File: src/rtl/fetch_decode_if.sv
// Front-end bus bundle: instruction-memory request/response, downstream
// stall, and the decoded instruction fields handed to the datapath.
interface fetch_decode_if #(
   parameter int DATA_WIDTH = 32,
   parameter int NAME_BITS  = 5,
   parameter int CTRL_BITS  = 4,
   parameter int ADDR_WIDTH = 16
);
   logic                  stall;
   logic                  imem_req;
   logic [ADDR_WIDTH-1:0] imem_addr;
   logic                  imem_valid;
   logic [DATA_WIDTH-1:0] imem_data;
   logic [NAME_BITS-1:0]  rs1_out;
   logic [NAME_BITS-1:0]  rs2_out;
   logic [NAME_BITS-1:0]  ws_out;
   logic [CTRL_BITS-1:0]  op_out;
   logic [DATA_WIDTH-1:0] imm_out;
   logic [6:0]            ctrl_out;
   logic [ADDR_WIDTH-1:0] pc_out;
   logic                  halted;
   logic                  illegal;

   // The fetch/decode stage drives requests and decoded fields.
   modport master (
      input  stall, imem_valid, imem_data,
      output imem_req, imem_addr, rs1_out, rs2_out, ws_out, op_out,
             imm_out, ctrl_out, pc_out, halted, illegal
   );

   // Memory plus datapath side.
   modport slave (
      output stall, imem_valid, imem_data,
      input  imem_req, imem_addr, rs1_out, rs2_out, ws_out, op_out,
             imm_out, ctrl_out, pc_out, halted, illegal
   );
endinterface

File: src/rtl/fetch_decode.sv
// RV32I subset fetch/decode stage. Holds the PC, fetches one word at a time,
// parks a word in a one-entry skid buffer when the datapath stalls, and
// issues each decoded instruction for exactly one cycle (bubbles otherwise).
// Stops permanently (until reset) on ECALL or an unsupported encoding.
module fetch_decode #(
   parameter int DATA_WIDTH = 32,
   parameter int NAME_BITS  = 5,
   parameter int CTRL_BITS  = 4,
   parameter int ADDR_WIDTH = 16,
   parameter logic [ADDR_WIDTH-1:0] RESET_PC = '0
) (
   input logic           clk,
   input logic           rst,
   fetch_decode_if.master bus
);
   typedef enum logic [1:0] {ST_FETCH = 2'd0, ST_HOLD = 2'd1, ST_HALT = 2'd2} state_t;

   localparam logic [CTRL_BITS-1:0] OP_AND = CTRL_BITS'(4'b0000);
   localparam logic [CTRL_BITS-1:0] OP_OR  = CTRL_BITS'(4'b0001);
   localparam logic [CTRL_BITS-1:0] OP_ADD = CTRL_BITS'(4'b0010);
   localparam logic [CTRL_BITS-1:0] OP_SUB = CTRL_BITS'(4'b0110);
   localparam logic [CTRL_BITS-1:0] OP_SLT = CTRL_BITS'(4'b0111);
   localparam logic [DATA_WIDTH-1:0] ECALL_WORD = DATA_WIDTH'(32'h0000_0073);
   localparam logic [DATA_WIDTH-1:0] NOP_WORD   = DATA_WIDTH'(32'h0000_0013);

   state_t                state_q, state_d;
   logic [ADDR_WIDTH-1:0] pc_q, pc_d, pc_out_q, pc_out_d;
   logic [DATA_WIDTH-1:0] skid_q, skid_d;
   logic                  req_q, req_d;
   logic                  halted_q, halted_d, illegal_q, illegal_d;
   logic [NAME_BITS-1:0]  rs1_q, rs1_d, rs2_q, rs2_d, ws_q, ws_d;
   logic [CTRL_BITS-1:0]  op_q, op_d;
   logic [DATA_WIDTH-1:0] imm_q, imm_d;
   logic [6:0]            ctrl_q, ctrl_d;

   // Word being considered for issue: buffered copy in HOLD, live bus otherwise.
   logic [DATA_WIDTH-1:0] word;
   assign word = (state_q == ST_HOLD) ? skid_q : bus.imem_data;

   logic                  dec_legal;
   logic [NAME_BITS-1:0]  dec_rs1, dec_rs2, dec_ws;
   logic [CTRL_BITS-1:0]  dec_op;
   logic [DATA_WIDTH-1:0] dec_imm;
   logic [6:0]            dec_ctrl;
   logic                  take, issue;

   // Decode the candidate word into datapath fields and a legality flag.
   always_comb begin
      dec_legal = 1'b0;
      dec_op    = OP_ADD;
      dec_imm   = '0;
      dec_rs1   = word[19:15];
      dec_rs2   = '0;
      dec_ws    = '0;
      dec_ctrl  = 7'b0000000;
      case (word[6:0])
         7'b0110011: begin
            dec_rs2  = word[24:20];
            dec_ws   = word[11:7];
            dec_ctrl = 7'b1000000;
            if (word[31:25] == 7'b0000000) begin
               case (word[14:12])
                  3'b000:  begin dec_op = OP_ADD; dec_legal = 1'b1; end
                  3'b010:  begin dec_op = OP_SLT; dec_legal = 1'b1; end
                  3'b110:  begin dec_op = OP_OR;  dec_legal = 1'b1; end
                  3'b111:  begin dec_op = OP_AND; dec_legal = 1'b1; end
                  default: dec_legal = 1'b0;
               endcase
            end else if (word[31:25] == 7'b0100000 && word[14:12] == 3'b000) begin
               dec_op    = OP_SUB;
               dec_legal = 1'b1;
            end
         end
         7'b0010011: begin
            dec_ws   = word[11:7];
            dec_imm  = {{(DATA_WIDTH-12){word[31]}}, word[31:20]};
            dec_ctrl = 7'b1100000;
            case (word[14:12])
               3'b000:  begin dec_op = OP_ADD; dec_legal = 1'b1; end
               3'b010:  begin dec_op = OP_SLT; dec_legal = 1'b1; end
               3'b110:  begin dec_op = OP_OR;  dec_legal = 1'b1; end
               3'b111:  begin dec_op = OP_AND; dec_legal = 1'b1; end
               default: dec_legal = 1'b0;
            endcase
         end
         7'b0000011: begin
            dec_ws    = word[11:7];
            dec_imm   = {{(DATA_WIDTH-12){word[31]}}, word[31:20]};
            dec_ctrl  = 7'b1100100;
            dec_legal = (word[14:12] == 3'b010);
         end
         7'b0100011: begin
            dec_rs2   = word[24:20];
            dec_imm   = {{(DATA_WIDTH-12){word[31]}}, word[31:25], word[11:7]};
            dec_ctrl  = 7'b0101000;
            dec_legal = (word[14:12] == 3'b010);
         end
         default: dec_legal = 1'b0;
      endcase
      // Writes to x0 are discarded; the canonical NOP carries no control at all.
      if (dec_ws == '0) dec_ctrl[6] = 1'b0;
      if (word == NOP_WORD) dec_ctrl = 7'b0000000;
   end

   // Next-state logic: accept, park, issue or halt, and form the next outputs.
   always_comb begin
      state_d   = state_q;
      pc_d      = pc_q;
      skid_d    = skid_q;
      halted_d  = halted_q;
      illegal_d = illegal_q;
      take      = 1'b0;
      issue     = 1'b0;
      case (state_q)
         ST_FETCH: begin
            if (req_q && bus.imem_valid) begin
               if (bus.stall) begin
                  skid_d  = bus.imem_data;
                  state_d = ST_HOLD;
               end else begin
                  take = 1'b1;
               end
            end
         end
         ST_HOLD: take = !bus.stall;
         default: take = 1'b0;
      endcase
      if (take) begin
         if (dec_legal) begin
            issue   = 1'b1;
            pc_d    = pc_q + ADDR_WIDTH'(4);
            state_d = ST_FETCH;
         end else begin
            state_d   = ST_HALT;
            halted_d  = 1'b1;
            illegal_d = (word != ECALL_WORD);
         end
      end
      req_d    = (state_d == ST_FETCH);
      rs1_d    = issue ? dec_rs1  : '0;
      rs2_d    = issue ? dec_rs2  : '0;
      ws_d     = issue ? dec_ws   : '0;
      op_d     = issue ? dec_op   : '0;
      imm_d    = issue ? dec_imm  : '0;
      ctrl_d   = issue ? dec_ctrl : 7'b0000000;
      pc_out_d = issue ? pc_q     : '0;
   end

   // State and output registers; reset restarts fetching from RESET_PC.
   always_ff @(posedge clk or posedge rst) begin
      if (rst) begin
         state_q   <= ST_FETCH;
         pc_q      <= RESET_PC;
         skid_q    <= '0;
         req_q     <= 1'b0;
         halted_q  <= 1'b0;
         illegal_q <= 1'b0;
         rs1_q     <= '0;
         rs2_q     <= '0;
         ws_q      <= '0;
         op_q      <= '0;
         imm_q     <= '0;
         ctrl_q    <= 7'b0000000;
         pc_out_q  <= '0;
      end else begin
         state_q   <= state_d;
         pc_q      <= pc_d;
         skid_q    <= skid_d;
         req_q     <= req_d;
         halted_q  <= halted_d;
         illegal_q <= illegal_d;
         rs1_q     <= rs1_d;
         rs2_q     <= rs2_d;
         ws_q      <= ws_d;
         op_q      <= op_d;
         imm_q     <= imm_d;
         ctrl_q    <= ctrl_d;
         pc_out_q  <= pc_out_d;
      end
   end

   assign bus.imem_req  = req_q;
   assign bus.imem_addr = pc_q;
   assign bus.rs1_out   = rs1_q;
   assign bus.rs2_out   = rs2_q;
   assign bus.ws_out    = ws_q;
   assign bus.op_out    = op_q;
   assign bus.imm_out   = imm_q;
   assign bus.ctrl_out  = ctrl_q;
   assign bus.pc_out    = pc_out_q;
   assign bus.halted    = halted_q;
   assign bus.illegal   = illegal_q;
endmodule
File: src/flat_wrapper.sv
// flat-port wrapper written by rule: the top's interface ports become plain ports
module fetch_decode_flat 
#(
   parameter int DATA_WIDTH = 32,
   parameter int NAME_BITS  = 5,
   parameter int CTRL_BITS  = 4,
   parameter int ADDR_WIDTH = 16,
   parameter logic [ADDR_WIDTH-1:0] RESET_PC = '0
)
  (clk, rst, bus_stall, bus_imem_valid, bus_imem_data, bus_imem_req, bus_imem_addr, bus_rs1_out, bus_rs2_out, bus_ws_out, bus_op_out, bus_imm_out, bus_ctrl_out, bus_pc_out, bus_halted, bus_illegal);
  fetch_decode_if #(.DATA_WIDTH(DATA_WIDTH), .NAME_BITS(NAME_BITS), .CTRL_BITS(CTRL_BITS), .ADDR_WIDTH(ADDR_WIDTH)) bus_i ();
  input logic clk;
  input logic rst;
  input wire logic [$bits(bus_i.stall)-1:0] bus_stall;
  input wire logic [$bits(bus_i.imem_valid)-1:0] bus_imem_valid;
  input wire logic [$bits(bus_i.imem_data)-1:0] bus_imem_data;
  output wire logic [$bits(bus_i.imem_req)-1:0] bus_imem_req;
  output wire logic [$bits(bus_i.imem_addr)-1:0] bus_imem_addr;
  output wire logic [$bits(bus_i.rs1_out)-1:0] bus_rs1_out;
  output wire logic [$bits(bus_i.rs2_out)-1:0] bus_rs2_out;
  output wire logic [$bits(bus_i.ws_out)-1:0] bus_ws_out;
  output wire logic [$bits(bus_i.op_out)-1:0] bus_op_out;
  output wire logic [$bits(bus_i.imm_out)-1:0] bus_imm_out;
  output wire logic [$bits(bus_i.ctrl_out)-1:0] bus_ctrl_out;
  output wire logic [$bits(bus_i.pc_out)-1:0] bus_pc_out;
  output wire logic [$bits(bus_i.halted)-1:0] bus_halted;
  output wire logic [$bits(bus_i.illegal)-1:0] bus_illegal;
  assign bus_i.stall = bus_stall;
  assign bus_i.imem_valid = bus_imem_valid;
  assign bus_i.imem_data = bus_imem_data;
  assign bus_imem_req = bus_i.imem_req;
  assign bus_imem_addr = bus_i.imem_addr;
  assign bus_rs1_out = bus_i.rs1_out;
  assign bus_rs2_out = bus_i.rs2_out;
  assign bus_ws_out = bus_i.ws_out;
  assign bus_op_out = bus_i.op_out;
  assign bus_imm_out = bus_i.imm_out;
  assign bus_ctrl_out = bus_i.ctrl_out;
  assign bus_pc_out = bus_i.pc_out;
  assign bus_halted = bus_i.halted;
  assign bus_illegal = bus_i.illegal;
  fetch_decode #(.DATA_WIDTH(DATA_WIDTH), .NAME_BITS(NAME_BITS), .CTRL_BITS(CTRL_BITS), .ADDR_WIDTH(ADDR_WIDTH), .RESET_PC(RESET_PC)) u_core (.clk(clk), .rst(rst), .bus(bus_i));
endmodule
File: config.mk
export PLATFORM = sky130hd
export DESIGN_NAME = fetch_decode_flat
export DESIGN_NICKNAME = d
export VERILOG_FILES = /design/src/rtl/fetch_decode_if.sv /design/src/rtl/fetch_decode.sv /design/src/flat_wrapper.sv
export SDC_FILE = /design/constraint.sdc
export NUM_CORES = 1
export LEC_CHECK = 0
export ABC_AREA = 1
export CAP_MARGIN = 20
export CORE_UTILIZATION = 32
export CTS_CLUSTER_DIAMETER = 80
export DETAILED_ROUTE_END_ITERATION = 16
export PLACE_DENSITY = 0.65
export SYNTH_ARGS = -nofsm -noshare
export SYNTH_HDL_FRONTEND = slang
export SYNTH_SLANG_ARGS = --single-unit
File: constraint.sdc
create_clock -name clk -period 3.1 [get_ports clk]
set_input_delay 0.31 -clock clk [delete_from_list [all_inputs] [get_ports clk]]
set_output_delay 0.31 -clock clk [all_outputs]
set_load 0.05 [all_outputs]
==> impl_results.md <==
- Status: finished, violations left
- Violations in the final reports: DRC
- Count of endpoints failing setup in the final report: 0
- Maximum number of pins on one net before global-route repair: 56
- Post-route standard cell area excluding fillers: 0.00636 mm^2
- Final period demand of the worst path: 2660 ps
- Worst-case clock skew: 6.00 ps
- Yosys warnings: 0
- Max cap viols: 0
- NetSw: 0.601 mW
- Layout cells sized above 1: 0.110
- Number of synthesized register bits: 99
- Data arrival time of the worst path: 2890 ps
- Internal power of the cells: 1.92 mW
- Initial DRC Count: 297
- Drt first pass iters: 13
- Fin cells: 878
- DRC: 6
- Max-slew headroom: 0.548
- Synthesized area: 0.00489 mm^2
- Post-synthesis sequential area ratio: 0.507
- Final #Nets: 726
- Initial Utilization: 0.333
- Post-Place Setup Slack: 366 ps
- RD Place Congestion: 0.829
- Mean instance size in the synthesized netlist: 8.27 um^2
- Least-Margin Pin Slew: 671 ps
- Max Slew Vio Count: 0
- Number of rows in the core area: 44
- X dimension of the die: 126 um
- Final worst setup slack: 438 ps
- Setup repair after global routing missed its margin: no
- Die ar.: 0.0158 mm^2
- Maximum ir drop on the vdd rail: 287 uV
- Via density: 4.38
- Global-route wire length before repair: 18.9 mm
- TritonCTS clock tree: built
- Portion of total power attributed to combinational logic: 0.068
- Vias post-DR: 3,847
- Clock share of power: 0.420
- Die extent in y: 126 um
- Worst hold slack: 392 ps
- LEAKAGE: 2.99 nW
- Core area: 0.0147 mm^2
- All-layer global routing usage: 0.154
- Element type at the critical path start: flip-flop
- Total Neg Setup Slack: 0 ps
- Top cell type's share of synthesized area: 0.507
- Hold Buf Count CTS: 0
- Max FO, Critical Path: 45
- Clock Sinks: 99
- Path class of the lowest-slack min-delay path: in -> async
- Cell count after synthesis: 591
- Clk_lat worst skew: 350 ps
- Cells after DPL: 862
- Post-detailed-routing wire length: 11.4 mm
- Biggest area consumer among synthesized cells: dfrtp_1
- Cell Area, Placed: 0.00608 mm^2
- Antenna violations before repair: 0
- Final worst path period share: 0.859
- Post-CTS setup-driven buffer insertion count: 0
- Classification of the worst setup path: reg -> reg
- Switching part of the total: 0.238
- Power density relative to cell area: 397 mW/mm^2
- Largest cells by area after synthesis: dfrtp_1 (51%), nand2_1 (12%), inv_1 (5.7%), buf_4 (4.5%), nor2_2 (4.0%)
- Inserted Diodes: 0
- Wire length per cell after detailed routing: 13.0 um
- Count of buffers inserted at the top-level ports: 120
- Count of cell types in the netlist: 30
- Reg clk slew, reported paths: 70 ps
- Max frequency: 376 MHz
- Number of buffers added by the clock tree synthesis step: 9
- Post-DP HPWL: 8.56 mm
- Count of nets left with antenna violations after detail routing: 0
- Endpoint kind of the worst setup timing path: flip-flop
- Final Hold Vio Count: 0
- Ports placed on the boundary: 129
- Final core utilization: 0.433
- Overflow left after global routing: 0
- Count of H-tree levels built during CTS: 3
- Sequential power share: 0.512
- Longest Clk Path Bufs: 2
- Number of global-route vias before repair: 3,668
- Crit path required time: 3330 ps
- Power consumption: 2.52 mW
- Signed area change from the synthesized netlist to the final layout: 30.1%
- Clock root cell: clkbuf_16
cells by family after synthesis:
logic type	after synthesis	synth area share
compound gates	47	0.0519
xor+xnor	11	0.0197
fa+ha+maj	1	0.00256
buf+inv	124	0.128
flops	99	0.507
mux	6	0.0138
other cells	1	0.000767
simple gates	302	0.276
power groups by stage:
| stage | logic [mW] | registers [mW] | clock network, mW |
|---|---|---|---|
| floorplan | 0.104 | 1.32 | 0 |
| global placement | 0.173 | 1.32 | 0 |
| detailed placement | 0.172 | 1.32 | 0 |
| CTS | 0.173 | 1.29 | 1.09 |
| global route | 0.192 | 1.29 | 1.13 |
| finish | 0.171 | 1.29 | 1.06 |
timing repair:
action,4_1_cts,5_1_grt
hold endpoints to repair,0,0
endpoints found under the setup margin,0,4
gates resized for setup,0,1
Yosys cell counts, drive strengths merged:
cell type  instances
conb               1
clkbuf             5
nor4               2
o22ai              4
a21oi              4
nand4              8
nand3             39
nor2              80
mux2               6
o21ai             38
ha                 1
nand3b             5
buf               42
nand2            163
o211ai             1
dfrtp             99
xor2              11
inv               77
nor3               5
cells in the final DEF (no fill, tap or decap):
| master | netlist | routed |
|---|---|---|
| clkbuf_1 | 5 | 1 |
| o21ai_0 | 35 | 35 |
| nor2_1 | 48 | 48 |
| nand3_2 | 1 | 1 |
| xor2_1 | 11 | 11 |
| clkdlybuf4s50_1 | 0 | 120 |
| conb_1 | 1 | 8 |
| mux2_2 | 6 | 6 |
| a21oi_1 | 3 | 3 |
| nand3b_1 | 5 | 5 |
| inv_6 | 0 | 1 |
| inv_4 | 0 | 1 |
| clkinv_4 | 0 | 1 |
| nor2_2 | 31 | 31 |
| ha_1 | 1 | 1 |
| clkbuf_16 | 0 | 9 |
| clkinv_2 | 0 | 1 |
| inv_1 | 74 | 73 |
| o211ai_1 | 1 | 1 |
| buf_4 | 29 | 6 |
| nand3_1 | 38 | 38 |
| nor3_1 | 5 | 5 |
| nor2_4 | 1 | 1 |
| nand2_1 | 156 | 156 |
| o22ai_1 | 4 | 4 |
| nand2_4 | 2 | 2 |
| nand2_2 | 5 | 5 |
| clkinvlp_4 | 0 | 2 |
| a21oi_2 | 1 | 1 |
| nand4_1 | 8 | 8 |
| clkbuf_8 | 0 | 1 |
| buf_12 | 0 | 1 |
| nor4_1 | 2 | 2 |
| dfrtp_1 | 99 | 99 |
| o21ai_2 | 2 | 3 |
| inv_2 | 3 | 3 |
critical path, stage by stage, from the launching register on:
cell	delay, ps
dfrtp_1	420
inv_2	210
nand2_2	280
o21ai_2	340
nand2_2	140
inv_1	150
nand2_1	130
nand2_4	230
nand2_4	390
nand2_1	180
nand2_1	60
registers in the layout (all words and copies together) (netlist names), 2 cells and up:
signal                flops
u_core.bus.ctrl_out       4
u_core.bus.imem_addr     14
u_core.bus.imm_out       12
u_core.bus.op_out         3
u_core.bus.pc_out        14
u_core.bus.rs1_out        5
u_core.bus.rs2_out        5
u_core.bus.ws_out         5
u_core.skid_q            32
u_core.state_q            2
layer usage:
metal	vias to the layer above	global-route usage	wire length [um]
met4	0	0.0588	191
met1	1749	0.218	5560
met3	13	0.0344	616
li1	1985	-	-
met2	100	0.228	5070
met5	-	0	0
path summary, 6_finish.rpt:
check	startpoint	end	slack, ps	cells past startpoint
min	rst	u_core.bus.imm_out[30]	390	2
max in group asynchronous	rst	u_core.bus.rs1_out[2]	2030	3
min in group clk	u_core.skid_q[24]	u_core.skid_q[24]	480	2
max reg2reg	u_core.state_q[1]	u_core.bus.imem_addr[10]	440	10
max	u_core.state_q[1]	u_core.bus.imem_addr[10]	440	10
min reg2reg	u_core.skid_q[24]	u_core.skid_q[24]	480	2
cell type report:
class | count | area, um^2
clock inverter | 5 | 37.5
clock buffer | 11 | 243
inverter | 77 | 292
timing repair buffer | 127 | 1270
fill | 1454 | 8340
multi-input combinational | 375 | 1810
tap | 184 | 230
sequential | 99 | 2480
Power figures use the tool's default switching activity.
